==> src/rtl/div_issue_ctrl.sv <==
// -----------------------------------------------------------------------------
// div_issue_ctrl
// EXE-stage requester for the iterative divider. Sends DIV/DIVU operands to the
// divider and holds the pipeline while the divide runs. It captures the
// one-cycle result pulse and writes HI (remainder) and LO (quotient) when the
// instruction leaves EXE. A flush cancels the divider. A watchdog aborts a
// divide that never completes.
//
// Ports
//   clk, rst           clock (rising edge), asynchronous active-low reset
//   ex_*               EXE-stage instruction: valid, is_div, signed, operands,
//                      and advance-to-MEM
//   flush_i            kills the EXE instruction (exception / ERET)
//   stall_o            holds EXE while the divide is unfinished
//   div_*_o            request, cancel, signed flag and operands to the divider
//   div_*_i            operand accept, result pulse, quotient, remainder
//   hilo_we_o, hi_o,   one-cycle HI/LO write strobe with the registered result
//   lo_o
//   busy_o             controller is not idle
//   timeout_o          sticky watchdog flag; only reset clears it
//   dbg_state          current FSM state (0 idle, 1 wait, 2 done)
//
// Handshake: the divider takes the operands in a cycle where div_req_o and
// div_oprand_ok_i are both high. div_data_ok_i is a single-cycle pulse, and
// quotient/remainder are valid only in that cycle. A pulse is ignored unless
// the controller is waiting for it.
// -----------------------------------------------------------------------------
module div_issue_ctrl #(
   parameter int TIMEOUT = 40,
   parameter int CNT_W   = 6
) (
   input  logic        clk,
   input  logic        rst,
   input  logic        ex_valid_i,
   input  logic        ex_is_div_i,
   input  logic        ex_signed_i,
   input  logic [31:0] ex_src_a_i,
   input  logic [31:0] ex_src_b_i,
   input  logic        ex_adv_i,
   input  logic        flush_i,
   output logic        stall_o,
   output logic        div_req_o,
   output logic        div_cancel_o,
   output logic        div_signed_o,
   output logic [31:0] div_dividend_o,
   output logic [31:0] div_divisor_o,
   input  logic        div_oprand_ok_i,
   input  logic        div_data_ok_i,
   input  logic [31:0] div_quotient_i,
   input  logic [31:0] div_remainder_i,
   output logic        hilo_we_o,
   output logic [31:0] hi_o,
   output logic [31:0] lo_o,
   output logic        busy_o,
   output logic        timeout_o,
   output logic [1:0]  dbg_state
);

   typedef enum logic [1:0] {
      S_IDLE = 2'd0,
      S_WAIT = 2'd1,
      S_DONE = 2'd2
   } state_t;

   state_t           state;
   logic [CNT_W-1:0] cnt;
   logic             pend;
   logic             wd_last;

   assign pend    = ex_valid_i & ex_is_div_i & ~flush_i;
   // Last WAIT cycle the watchdog allows before it aborts the divide.
   assign wd_last = (state == S_WAIT) && (cnt == CNT_W'(TIMEOUT - 1));

   always_ff @(posedge clk or negedge rst) begin
      if (!rst) begin
         state     <= S_IDLE;
         cnt       <= '0;
         hi_o      <= '0;
         lo_o      <= '0;
         timeout_o <= 1'b0;
      end else begin
         unique case (state)
            S_IDLE: begin
               if (pend && div_oprand_ok_i) begin
                  state <= S_WAIT;
                  cnt   <= '0;
               end
            end
            S_WAIT: begin
               cnt <= cnt + 1'b1;
               // A flush wins over a result arriving in the same cycle.
               if (flush_i) begin
                  state <= S_IDLE;
               end else if (div_data_ok_i) begin
                  lo_o  <= div_quotient_i;
                  hi_o  <= div_remainder_i;
                  state <= S_DONE;
               end else if (wd_last) begin
                  timeout_o <= 1'b1;
                  state     <= S_DONE;
               end
            end
            S_DONE: begin
               // The instruction stays in DONE until it leaves EXE. This
               // prevents a second request for the same instruction.
               if (flush_i || ex_adv_i) begin
                  state <= S_IDLE;
               end
            end
            default: state <= S_IDLE;
         endcase
      end
   end

   // Strobes and pass-through operands are combinational. Reset also gates
   // them, so every output is 0 for as long as rst is low.
   always_comb begin
      div_req_o    = 1'b0;
      stall_o      = 1'b0;
      div_cancel_o = 1'b0;
      hilo_we_o    = 1'b0;
      if (rst) begin
         unique case (state)
            S_IDLE: begin
               div_req_o = pend;
               stall_o   = pend;
            end
            S_WAIT: begin
               stall_o      = 1'b1;
               div_cancel_o = flush_i | (~div_data_ok_i & wd_last);
            end
            S_DONE: begin
               hilo_we_o = ex_adv_i & ~flush_i;
            end
            default: ;
         endcase
      end
   end

   assign div_signed_o   = rst & ex_signed_i;
   assign div_dividend_o = rst ? ex_src_a_i : 32'd0;
   assign div_divisor_o  = rst ? ex_src_b_i : 32'd0;
   assign busy_o         = rst & (state != S_IDLE);
   assign dbg_state      = state;

endmodule

==> config.mk <==
export PLATFORM = sky130hd
export DESIGN_NAME = div_issue_ctrl
export DESIGN_NICKNAME = d
export VERILOG_FILES = /design/src/rtl/div_issue_ctrl.sv
export SDC_FILE = /design/constraint.sdc
export NUM_CORES = 1
export LEC_CHECK = 0
export ABC_AREA = 1
export CELL_PAD_IN_SITES_DETAIL_PLACEMENT = 0
export CELL_PAD_IN_SITES_GLOBAL_PLACEMENT = 1
export CORE_ASPECT_RATIO = 0.5
export CORE_MARGIN = 1
export CORE_UTILIZATION = 22
export CTS_CLUSTER_DIAMETER = 30
export DETAILED_ROUTE_END_ITERATION = 7
export HOLD_SLACK_MARGIN = 0.03
export PLACE_DENSITY = 0.88
export RECOVER_POWER = 25
export SYNTH_ARGS = -nofsm -noshare
export SYNTH_HDL_FRONTEND = slang
export SYNTH_SLANG_ARGS = --single-unit
==> constraint.sdc <==
create_clock -name clk -period 1.8 [get_ports clk]
set_clock_uncertainty 0.15 [all_clocks]
set_input_delay 0.36 -clock clk [delete_from_list [all_inputs] [get_ports clk]]
set_output_delay 0.36 -clock clk [all_outputs]
set_load 0.01 [all_outputs]
# Yosys cells after proc, flatten, opt, wreduce, memory -nomap -nowiden
# Index checks and enable logic that the tools add are counted.
dict set report word_totals {
  out_inout_bits 137
  inputBits 137
  reg_bits 73
  word_cells 49
}
dict set report classes {
  n_bitwise 9
  mux 18
  reduce_logical 10
  n_eq_ne 6
  n_addsub 1
}
# operator n
set op_table {}
lappend op_table {{$mux W32} 2}
lappend op_table {{$pmux W6 S2} 1}
lappend op_table {{$mux W2} 5}
lappend op_table {{$mux W1} 7}
lappend op_table {{$add A6 B1 Y6 const B} 1}
lappend op_table {{$and A1 B1 Y1} 6}
lappend op_table {{$eq A6 B6 Y1 const B} 1}
lappend op_table {{$mux W6} 1}
lappend op_table {{$pmux W2 S3} 1}
lappend op_table {{$reduce_and A3 Y1} 2}
lappend op_table {{$ne A2 B2 Y1 const B} 2}
lappend op_table {{$ne A4 B4 Y1 const B} 1}
lappend op_table {{$reduce_and A4 Y1} 1}
lappend op_table {{$reduce_bool A2 Y1} 2}
lappend op_table {{$eq A2 B1 Y1 const B} 1}
lappend op_table {{$eq A2 B2 Y1 const B} 1}
lappend op_table {{$logic_and A1 B1 Y1} 2}
lappend op_table {{$logic_not A2 Y1} 1}
lappend op_table {{$not A1 Y1} 2}
lappend op_table {{$pmux W1 S2} 1}
lappend op_table {{$reduce_and A2 Y1} 1}
lappend op_table {{$logic_or A1 B1 Y1} 1}
lappend op_table {{$or A1 B1 Y1} 1}

# Longest topological paths before layout
dict set report depth {
  ltp_word 6
  depth_mapped 7
}

# Worst setup path after synthesis
# OpenSTA, ideal clock, no wires.
dict set report synth_path {
  kind {reg2out}
  from {reg cnt[0]}
  to {out div_cancel_o}
  path_stages_with_launch 6
  required_ns 1.290
  arrival_ns 1.034
  path_slack_ns 0.256
  path_cell_list {dfrtp_1 -> ha_1 -> nand2_1 -> nor2_1 -> nand4_1 -> a21oi_1}
}
dict set report synth_via {
  elab_chain_len 6
}
# element line_no
set synth_rtl {}
lappend synth_rtl {{start, declared} 66} ;# logic [CNT_W-1:0] cnt;
lappend synth_rtl {{start signal, assigned} 90} ;# cnt <= cnt + 1'b1;
lappend synth_rtl {{$eq A6 B6 Y1} 72} ;# assign wd_last = (state == S_WAIT) && (cnt == CNT_W'(TIMEOUT - 1));
lappend synth_rtl {{$logic_and A1 B1 Y1} 72}
lappend synth_rtl {{$and A1 B1 Y1} 130} ;# div_cancel_o = flush_i | (~div_data_ok_i & wd_last);
lappend synth_rtl {{$or A1 B1 Y1} 130}
lappend synth_rtl {{$mux W1} 123} ;# unique case (state)
lappend synth_rtl {{$mux W1} 122} ;# if (rst) begin
lappend synth_rtl {{end, declared} 43} ;# output logic div_cancel_o,
# Every way passes these cells.

# Final worst setup path
dict set report layout_path {
  from {in rst}
  to {out div_divisor_o[30]}
}
dict set report layout_via {
  elab_chain_len 1
}
# element line_no
set layout_rtl {}
lappend layout_rtl {{start, declared} 33} ;# input logic rst,
lappend layout_rtl {{$mux W32} 142} ;# assign div_divisor_o = rst ? ex_src_b_i : 32'd0;
lappend layout_rtl {{end, declared} 46} ;# output logic [31:0] div_divisor_o,
# Every way passes these cells.

==> impl_metrics.tcl <==
set metrics [dict create \
    dieArea_sq_um 16900 \
    cts_max_path_buffers 2 \
    core_region_area_sq_um 15700 \
    cp_max_fo 11 \
    ys_seq_elements 73 \
    final_cell_mix "nand2_1, clkdlybuf4s50_1, inv_1, dfrtp_1, nand3_1" \
    cp_slowest_stage_delay_ns 0.37 \
    root_buffer "clkbuf_16" \
    ys_types 20 \
    clkTransAtPathRegs_ns 0.06 \
    io_pins 274 \
    clock_latency_ns 0.33 \
    start_kind "input port" \
    start_util_pct 23.0 \
    antennaDiodeCount 0 \
    synth_nets 629 \
    leakage_nw 3.95 \
    path_cells "clkbuf_1 > buf_6 > bufbuf_16 > nand2_1 > inv_1 > clkdlybuf4s15_1" \
    grt_pass1_wl_um 21800 \
    fmax_mhz 488 \
    power_mw 6.39 \
    seq_area_frac_synth_pct 50.6 \
    cap_viol_max_count 0 \
    cp_num_buf_inv 5 \
    cts_sinks 73 \
    drt_pre_antenna_iters 6 \
    period_minus_slack_ns 2.05 \
    drtIter0Drc 182 \
    violations "negative setup slack" \
    final_max_slew_viol_count 0 \
    synth-async-reset-ratio_pct 100 \
    wirelength_um 13800 \
    post-dp-hpwl_um 10300 \
    nets 925 \
    grt_max_degree 67 \
    cp_top_family "buffers and inverters" \
    final_layout_size_suffix_gt1_share_pct 11.0 \
    status "finished, violations left" \
    fin_util_pct 45.1 \
    row_count 32 \
    fin_area_sq_um 7070 \
    crit_path_top_delay_cell "clkbuf_1" \
    setup_viol 70 \
    antenna_found_initial 0 \
    portBuffers 273 \
    drc_errors 0 \
    netlist_area_sq_um 3610 \
    placed_area_sq_um 6700 \
    holdCritPathClass "input port to register" \
    gr-total-overflow 0 \
    crit_arrival_ns 1.54 \
    rsz0062_at_grt "yes" \
    cp.required_ns 1.29 \
    final_common_cell "nand2_1" \
    fin_ws_ns -0.251 \
    worstMarginPinSlew_ns 0.883 \
    vias 4056 \
    viasPerCell 4.00 \
    hold_violations 0 \
    numCtsBuffers 9 \
    synth_edf_count 0 \
    gp_congestion 0.804 \
    cts_tree "done" \
    die_w_um 183 \
    antenna_left 0 \
    worst_setup_path_end_kind "primary output" \
    ir_worst_vdd_uv 539 \
    ff2ff_setup_slack_ns 0.09 \
    grt_pass1_vias 4094 \
    ys.flop_type "dfrtp_1" \
    timing.final.crit_share_pct 114 \
    syn_inst 491 \
    area_growth_pct 96.0 \
    gr-usage-all-layers_pct 16.4 \
    synth-warning-count 0 \
    synth.avg_cell_area_sq_um 7.35 \
    criticalPathCategory "input port to primary output" \
    wl_per_cell_um 13.7 \
    relSlewSlack_pct 41.2 \
    powerDensity_nw_per_um2 904 \
    die_height_um 92.6 \
    htreeDepth 3 \
]
==> power by group <==
part | switching (mW) | internal, mW | total [mW]
registers | 0.229 | 2.05 | 2.28
logic | 0.922 | 1.24 | 2.16
clock network | 0.671 | 1.28 | 1.95
total | 1.82 | 4.57 | 6.39
==> area by class of cell <==
type,count,area [sq um]
clock buffer,11,253
clock inverter,5,77.6
fill,1582,8620
inverter,78,293
multi-input combinational,313,1370
sequential,73,1830
tap,221,277
timing repair buffer,312,2970
==> worst paths after layout <==
path,from,end,depth (start not counted)
max,rst,div_divisor_o[30],6
min,ex_adv_i,dbg_state[1],6
max reg2reg,dbg_state[0],lo_o[15],9
min reg2reg,lo_o[12],lo_o[12],2
max in group asynchronous,rst,lo_o[18],2
min in group asynchronous,rst,hi_o[2],2
==> routing by layer <==
layer | track usage (%) | share of wire (%)
met3 | 3.15 | 3.3
met2 | 30.0 | 53
met4 | 4.58 | 1.6
met5 | 0 | 0
met1 | 19.5 | 42
==> kinds of logic after synthesis <==
| logic type | Yosys count | share of synthesized area, % |
|---|---|---|
| buf+inv | 105 | 12.8 |
| compound gates | 12 | 1.73 |
| simple gates | 300 | 34.5 |
| flops | 73 | 50.6 |
| fa+ha+maj | 1 | 0.347 |
==> worst min-delay path, stage by stage <==
cell and delay, ns:
dlymetal6s2s_1 0.10, inv_2 0.06, nand2_1 0.06, nor2_1 0.04, inv_1 0.04, nand2_1 0.04
==> cells in the mapped netlist, types with 2 or more instances <==
cell type,count,area share [%]
a21oi_1,5,0.69
buf_2,18,2.5
buf_6,6,1.9
clkbuf_1,3,0.31
dfrtp_1,73,51
inv_1,77,8.0
nand2_1,211,22
nand3_1,72,10
nand4_1,3,0.52
nor2_1,9,0.94
o21ai_0,4,0.55
o21ai_1,2,0.28
==> state kept, by name, indices dropped and copies added, names as in the netlist <==
name and flops:
timeout_o 1, dbg_state 2, hi_o 32, lo_o 32, cnt 6
==> repair_timing <==
| item | 4_1_cts | 5_1_grt |
|---|---|---|
| buffers inserted | 2 | 3 |
| cloned | 1 | 0 |
| endpoints found under the hold margin | 9 | 0 |
| pin swaps | 9 | 10 |
| endpoints found under the setup margin | 72 | 46 |
| resized for setup | 121 | 20 |
| hold buffers | 2 | 0 |
==> metrics by stage <==
step | worst slack [ns] | instances | hold slack (ns) | setup TNS [ns]
4_1_cts | -0.288 | 1010 | 0.226 | -0.368
2_1_floorplan | 0.256 | 491 | -0.0856 | 0
5_1_grt | -0.337 | 1013 | 0.293 | -14.24
6_report | -0.251 | 1013 | 0.266 | -7.66
3_3_place_gp | -0.622 | 989 | 0.265 | -22.89
3_5_place_dp | -0.632 | 989 | 0.276 | -25.84
(Power assumes the default switching activity.)
